File: config.mk
export PLATFORM = sky130hd
export DESIGN_NAME = ctrl_decode_pipe
export DESIGN_NICKNAME = d
export VERILOG_FILES = /design/src/rtl/ctrl_decode_pipe.sv
export SDC_FILE = /design/constraint.sdc
export NUM_CORES = 1
export LEC_CHECK = 0
export CAP_MARGIN = 25
export CORE_ASPECT_RATIO = 1.5
export CORE_MARGIN = 4
export CORE_UTILIZATION = 50
export CTS_CLUSTER_DIAMETER = 150
export DETAILED_ROUTE_END_ITERATION = 10
export PLACE_DENSITY = 0.83
export SYNTH_ARGS = -nofsm -noshare
export SYNTH_HDL_FRONTEND = slang
export SYNTH_SLANG_ARGS = --single-unit
File: constraint.sdc
create_clock -name clk -period 2.1 [get_ports clk]
set_input_delay 0.42 -clock clk [delete_from_list [all_inputs] [get_ports clk]]
set_output_delay 0.42 -clock clk [all_outputs]
set_load 0.03 [all_outputs]
File: src/rtl/ctrl_decode_pipe.sv
// ctrl_decode_pipe: pipelined main control decoder with a valid/ready handshake,
// stall, flush, illegal-opcode detection and a trap/acknowledge state machine.
// Optional feature macro: CTRL_DECODE_JUMP_EN (decodes jal 1101111 as legal).
module ctrl_decode_pipe #(
  parameter int PIPE_DEPTH = 2,
  parameter int ILL_CNT_W  = 8
) (
  input  logic                 clk,
  input  logic                 rst,
  input  logic                 in_valid,
  output logic                 in_ready,
  input  logic [6:0]           Op,
  input  logic                 flush,
  output logic                 out_valid,
  input  logic                 out_ready,
  output logic                 RegWrite,
  output logic [1:0]           ImmSrc,
  output logic                 ALUSrc,
  output logic                 MemWrite,
  output logic [1:0]           ResultSrc,
  output logic                 Branch,
  output logic                 Jump,
  output logic [1:0]           ALUOp,
  output logic                 illegal,
  output logic                 trap,
  input  logic                 trap_ack,
  output logic [ILL_CNT_W-1:0] ill_count
);

  typedef struct packed {
    logic       reg_write;
    logic [1:0] imm_src;
    logic       alu_src;
    logic       mem_write;
    logic [1:0] result_src;
    logic       branch;
    logic       jump;
    logic [1:0] alu_op;
    logic       illegal;
  } ctrl_t;

  typedef enum logic {RUN, TRAP} state_t;

  // Opcode -> control bundle; anything not listed is flagged illegal with
  // every control field left at 0 so a retired illegal entry is harmless.
  function automatic ctrl_t decode(input logic [6:0] op);
    ctrl_t c;
    c = '0;
    case (op)
      7'b0000011: begin c.reg_write = 1'b1; c.alu_src = 1'b1; c.result_src = 2'b01; end
      7'b0100011: begin c.imm_src = 2'b01; c.alu_src = 1'b1; c.mem_write = 1'b1; end
      7'b0110011: begin c.reg_write = 1'b1; c.alu_op = 2'b10; end
      7'b0010011: begin c.reg_write = 1'b1; c.alu_src = 1'b1; c.alu_op = 2'b10; end
      7'b1100011: begin c.imm_src = 2'b10; c.branch = 1'b1; c.alu_op = 2'b01; end
`ifdef CTRL_DECODE_JUMP_EN
      7'b1101111: begin
        c.reg_write = 1'b1; c.imm_src = 2'b11; c.result_src = 2'b10; c.jump = 1'b1;
      end
`endif
      default:    c.illegal = 1'b1;
    endcase
    return c;
  endfunction

  localparam int LAST = PIPE_DEPTH - 1;

  ctrl_t [PIPE_DEPTH-1:0] stage_q;
  logic  [PIPE_DEPTH-1:0] vld_pipe;
  state_t                 state;
  ctrl_t                  out_c;
  logic                   advance;
  logic                   accept;
  logic                   retire_ill;

  assign out_c      = stage_q[LAST];
  assign out_valid  = vld_pipe[LAST];
  assign advance    = out_ready | ~out_valid;
  assign in_ready   = advance & (state == RUN) & ~flush;
  assign accept     = in_valid & in_ready;
  assign retire_ill = out_valid & out_ready & out_c.illegal & (state == RUN);

  // Valid bits: whole pipe shifts or whole pipe holds; flush and trap entry
  // discard everything in flight (the retiring entry has already left).
  always_ff @(posedge clk or negedge rst) begin
    if (!rst) begin
      vld_pipe <= '0;
    end else if (flush || retire_ill) begin
      vld_pipe <= '0;
    end else if (advance) begin
      vld_pipe[0] <= accept;
      for (int i = 1; i < PIPE_DEPTH; i++) vld_pipe[i] <= vld_pipe[i-1];
    end
  end

  // Control bundles follow the valid bits; bubbles carry an all-zero bundle.
  always_ff @(posedge clk or negedge rst) begin
    if (!rst) begin
      stage_q <= '0;
    end else if (advance) begin
      stage_q[0] <= accept ? decode(Op) : ctrl_t'('0);
      for (int i = 1; i < PIPE_DEPTH; i++) stage_q[i] <= stage_q[i-1];
    end
  end

  // Trap FSM with registered trap pulse and saturating illegal counter.
  always_ff @(posedge clk or negedge rst) begin
    if (!rst) begin
      state     <= RUN;
      trap      <= 1'b0;
      ill_count <= '0;
    end else begin
      trap <= retire_ill;
      case (state)
        RUN: if (retire_ill) begin
          state <= TRAP;
          if (ill_count != {ILL_CNT_W{1'b1}}) ill_count <= ill_count + 1'b1;
        end
        TRAP: if (trap_ack) state <= RUN;
        default: state <= RUN;
      endcase
    end
  end

  assign RegWrite  = out_c.reg_write;
  assign ImmSrc    = out_c.imm_src;
  assign ALUSrc    = out_c.alu_src;
  assign MemWrite  = out_c.mem_write;
  assign ResultSrc = out_c.result_src;
  assign Branch    = out_c.branch;
  // Without the jump feature the decoder never sets this field, so the
  // register bit is constant 0 and Jump is effectively tied low.
  assign Jump      = out_c.jump;
  assign ALUOp     = out_c.alu_op;
  assign illegal   = out_c.illegal;

endmodule

## Word level (Yosys, flattened, before mapping)

Index checks and enable logic that the tools add are counted.
W data, S select, Z words.

| word-level totals | value |
|---|---|
| register bits after elaboration | 36 |
| bits of input ports | 13 |
| output and inout bits | 23 |
| word-level logic and storage cells | 60 |

| operators by class | value |
|---|---|
| $add $sub $neg | 1 |
| equal/unequal tests | 6 |
| mux-type cells | 14 |
| bitwise logic cells | 10 |
| reduce and logical (&&, ||, !) cells | 7 |

Operators by type and width:

| operator | number |
|---|---|
| $eq A7 B6 Y1 const B | 2 |
| $mux W12 | 1 |
| $add A8 B1 Y8 const B | 1 |
| $mux W1 | 8 |
| $ne A8 B8 Y1 const B | 1 |
| $pmux W2 S2 | 2 |
| $eq A7 B2 Y1 const B | 1 |
| $eq A7 B5 Y1 const B | 1 |
| $eq A7 B7 Y1 const B | 1 |
| $and A1 B1 Y1 | 6 |
| $reduce_or A3 Y1 | 2 |
| $reduce_or A5 Y1 | 1 |
| $mux W2 | 2 |
| $not A1 Y1 | 3 |
| $reduce_and A3 Y1 | 1 |
| $pmux W1 S2 | 1 |
| $reduce_bool A2 Y1 | 1 |
| $reduce_or A2 Y1 | 1 |
| $logic_or A1 B1 Y1 | 1 |
| $or A1 B1 Y1 | 1 |

## Depth between registers and ports, before layout

Gate-level depths: netlist of the first run.

| depth | value |
|---|---|
| depth in word-level cells | 7 |
| depth in mapped cells | 5 |

## Worst setup path before layout of the first run

OpenSTA, ideal clock, no wires.

| timing path | value |
|---|---|
| path kind | reg2out |
| start point | reg vld_pipe[1] |
| end point | out in_ready |
| arrival | 1.686 ns |
| required time | 1.680 ns |
| path slack | -0.006 ns |
| stages on the path, launching flop included | 5 |
| path buffers | 2 |
| path through | dfrtp_1 -> nor2b_4 -> buf_2 -> clkbuf_1 -> nor3_1 |

| on the way | value |
|---|---|
| cells in the longest elaborated chain, start to end | 4 |

Ends and longest elaborated chain:

| element | line | source |
|---|---|---|
| start, declared | 68 | `logic [PIPE_DEPTH-1:0] vld_pipe;` |
| start signal, assigned | 86 | `vld_pipe <= '0;` |
| start signal, assigned | 88 | `vld_pipe <= '0;` |
| $not A1 Y1 | 77 | `assign advance = out_ready \| ~out_valid;` |
| $or A1 B1 Y1 | 77 |  |
| $and A1 B1 Y1 (2 in a row) | 78 | `assign in_ready = advance & (state == RUN) & ~flush;` |
| end, declared | 11 | `output logic in_ready,` |

No other way between the ends.

## Worst setup path in the final report of the first run

| timing path | value |
|---|---|
| start point | reg ill_count[6] |
| end point | out ill_count[6] |

RTL lines:

| element | line | source |
|---|---|---|
| start, declared | 27 | `output logic [ILL_CNT_W-1:0] ill_count` |
| start signal, assigned | 116 | `if (ill_count != {ILL_CNT_W{1'b1}}) ill_count <= ill_count + 1'b1;` |

No word-level cell between the ends.

==> results of run 1 <==
-- per-layer routing --
metal | up-vias | track usage [%] | wire (um)
li1 | 421 | - | -
met1 | 418 | 15.4 | 884
met2 | 25 | 26.0 | 1220
met3 | 5 | 3.01 | 110
met4 | 0 | 6.29 | 45
met5 | - | 0 | 0
-- logic make-up (layout without fill, tap and decap cells) --
family,Yosys count,in the layout,share of synthesized area [%]
DFF,28,28,56.1
other,1,2,0.300
and+or+nand+nor,29,29,15.1
muxes,10,10,9.01
xor gates and xnor gates,3,3,2.10
buffers and inverters,12,43,6.11
AOI/OAI and AO/OA,17,17,10.3
adders and majority gates,1,1,1.00
-- sequential cells by signal, indices dropped and copies added (netlist names) --
register,flops
RegWrite,1
MemWrite,1
trap,1
vld_pipe,2
ill_count,8
ImmSrc,1
ResultSrc,1
illegal,1
ALUSrc,1
ALUOp,1
Branch,1
stage_q,8
state,1
-- where the power goes --
part           switching, W  leakage [nW]  internal [W]  total, W
Combinational     0.0000736         0.326     0.0000661  0.000140
Sequential        0.0000165         0.387      0.000555  0.000572
Clock              0.000153        0.0210      0.000106  0.000260
-- final cells by class --
| type | instances | area share [%] |
|---|---|---|
| clock buffers | 4 | 2.25 |
| well taps | 23 | 1.78 |
| multi-input cells | 62 | 29.9 |
| repair buffers | 37 | 22.2 |
| inverters | 2 | 0.465 |
| flip-flops and latches | 28 | 43.4 |
-- metrics by stage --
stage                     instance area [um^2]  cells
after CTS                                 1610    156
after detailed placement                  1580    152
after global placement                    1580    152
after global routing                      1610    156
after floorplan                           1260    102
final                                     1610    156
-- worst max-delay path by stage --
stage,endpoint,slack [ps],cells past startpoint
floorplan,in_ready,250,4
finish,ill_count[6],150,1
detailed placement,stage_q[8]$_DFFE_PN0N_,50,5
global placement,stage_q[9]$_DFFE_PN0N_,100,5
global route,ill_count[6],60,1
CTS,ill_count[6],140,1
-- cell usage after synthesis --
library cell  instances  share of area [%]
a211oi_1              1               0.60
nand3_1               3                1.2
a31oi_1               2                1.0
clkbuf_1              1               0.30
dfrtp_1              28                 56
conb_1                1               0.30
nor2b_1               3                1.5
buf_2                 1               0.40
o211ai_1              1               0.60
nor2_1                4                1.2
nor3_1                2               0.80
mux2_2                9                8.1
nand2b_1              1               0.50
and4b_1               1               0.80
and4_1                1               0.70
nor2b_4               1                1.1
mux2_1                1               0.90
a22o_1                6                4.2
ha_1                  1                1.0
a41oi_1               1               0.70
nand4_1               4                2.0
inv_1                 2               0.60
and2_1                1               0.50
o21ai_0               1               0.40
and3_4                1               0.90
a21oi_1               2               0.80
o21a_1                1               0.60
a32o_1                1               0.80
xnor2_1               3                2.1
nand2_1               5                1.5
buf_4                 8                4.8
nor3_4                1                1.3
or4b_4                1                1.1
a21o_1                1               0.60
==> flow_summary.json, run 1 <==
{
  "outcome": "completed",
  "postCtsHoldBufs": 0,
  "critical_path_buf_inv_count": 1,
  "cts_root_buf": "clkbuf_4",
  "ys_ff_latch": 28,
  "yosys_warnings": 0,
  "cp.arrival_ps": 1530,
  "grt.total_usage_pct": 14.3,
  "clockBufferDepth": 2,
  "max_freq_ghz": 0.512,
  "insertedDiodeCount": 0,
  "drtIter0Drc": 15,
  "post_cts_buffers": 0,
  "die_h_um": 69.2,
  "power_w": 0.000971,
  "post_synth.cell_area_avg_um2": 12.4,
  "grt_pass1_vias": 914,
  "io_pins": 36,
  "critical_path.top_delay_family": "buffers and inverters",
  "multi_input_area_um2": 482,
  "drive_gt1_share_pct": 17.3,
  "utilization_pct": 69.8,
  "initial_utilization_pct": 54.1,
  "dr.pass1.iters": 3,
  "clock_skew_ps": 1.70,
  "dpl.hpwl_um": 1810,
  "grt_max_degree": 29,
  "die_w_um": 48.8,
  "setup_tns_ps": 0,
  "drt-wirelength-per-cell_um": 14.5,
  "slowest_stage": "clkdlybuf4s50_1",
  "nNetsFinal": 148,
  "rsz0062_at_grt": "no",
  "coreArea_mm2": 0.00231,
  "rows": 21,
  "finalWirelength_um": 2260,
  "drc": 0,
  "period_needed_ps": 1950,
  "die-area_mm2": 0.00338,
  "viasPerCell": 5.57,
  "critPathKind": "register to output port",
  "hold-worst-slack_ps": 443,
  "cts-buffers-inserted": 3,
  "port_buffers": 33,
  "crit_start": "ill_count[6]$_DFFE_PN0P_",
  "antenna_found_initial": 0,
  "drv_slew": 0,
  "cap_violations": 0,
  "r2r-end": "stage_q[8]$_DFFE_PN0N_",
  "slowest_delay_ps": 720,
  "clk_pin_slew_ps": 140,
  "worst_slack_ps": 146,
  "ys_types": 34,
  "clk_latency_ps": 330,
  "final_cell_mix": "clkdlybuf4s50_1 (32), dfrtp_1 (28), mux2_2 (9), a22o_1 (6)",
  "antenna_left": 0,
  "p_per_area_mw_per_mm2": 602,
  "syn2layout_area_growth_pct": 29.0,
  "start_kind": "register",
  "r2r_cells": 4,
  "synth_area_mm2": 0.00125,
  "leakagePower_nw": 0.733,
  "htreeDepth": 1,
  "required_ps": 1680,
  "end_kind": "output port",
  "seq_area_frac_synth_pct": 56.1,
  "gp_congestion": 0.737,
  "regArea_um2": 701,
  "critical_path.max_fanout": 8,
  "crit_chain": "clkdlybuf4s50_1",
  "r2r-start": "vld_pipe[1]$_DFFE_PN0P_",
  "timing.final.crit_share_pct": 93.0,
  "grt_overflow": 0,
  "hold_viol": 0,
  "cts_sinks": 28,
  "final_common_cell": "clkdlybuf4s50_1",
  "ctsResizeCount": 0,
  "fillers": 180,
  "vias": 869,
  "hold_path_class": "primary input to asynchronous set/reset pin",
  "r2r_slack_ps": 520,
  "ir_drop_mv": 0.518,
  "grt_pass1_wl_um": 3980,
  "finalSetupViolations": 0,
  "place_ws_ps": 45.8,
  "syn_inst": 101,
  "cts_tree": "built"
}
Power figures use the tool's default switching activity.
==> run 2, diff against run 1 <==
Settings changed: CTS_CLUSTER_DIAMETER 150 to unset, SLEW_MARGIN set to 40.
==> results of run 2 <==
Same layout as run 1: the final DEF is identical, and so are final timing and power.
==> run 3, diff against run 2 <==
Settings changed: SKIP_LAST_GASP set to 1.
==> results of run 3 <==
Same layout as run 1: the final DEF is identical, and so are final timing and power.
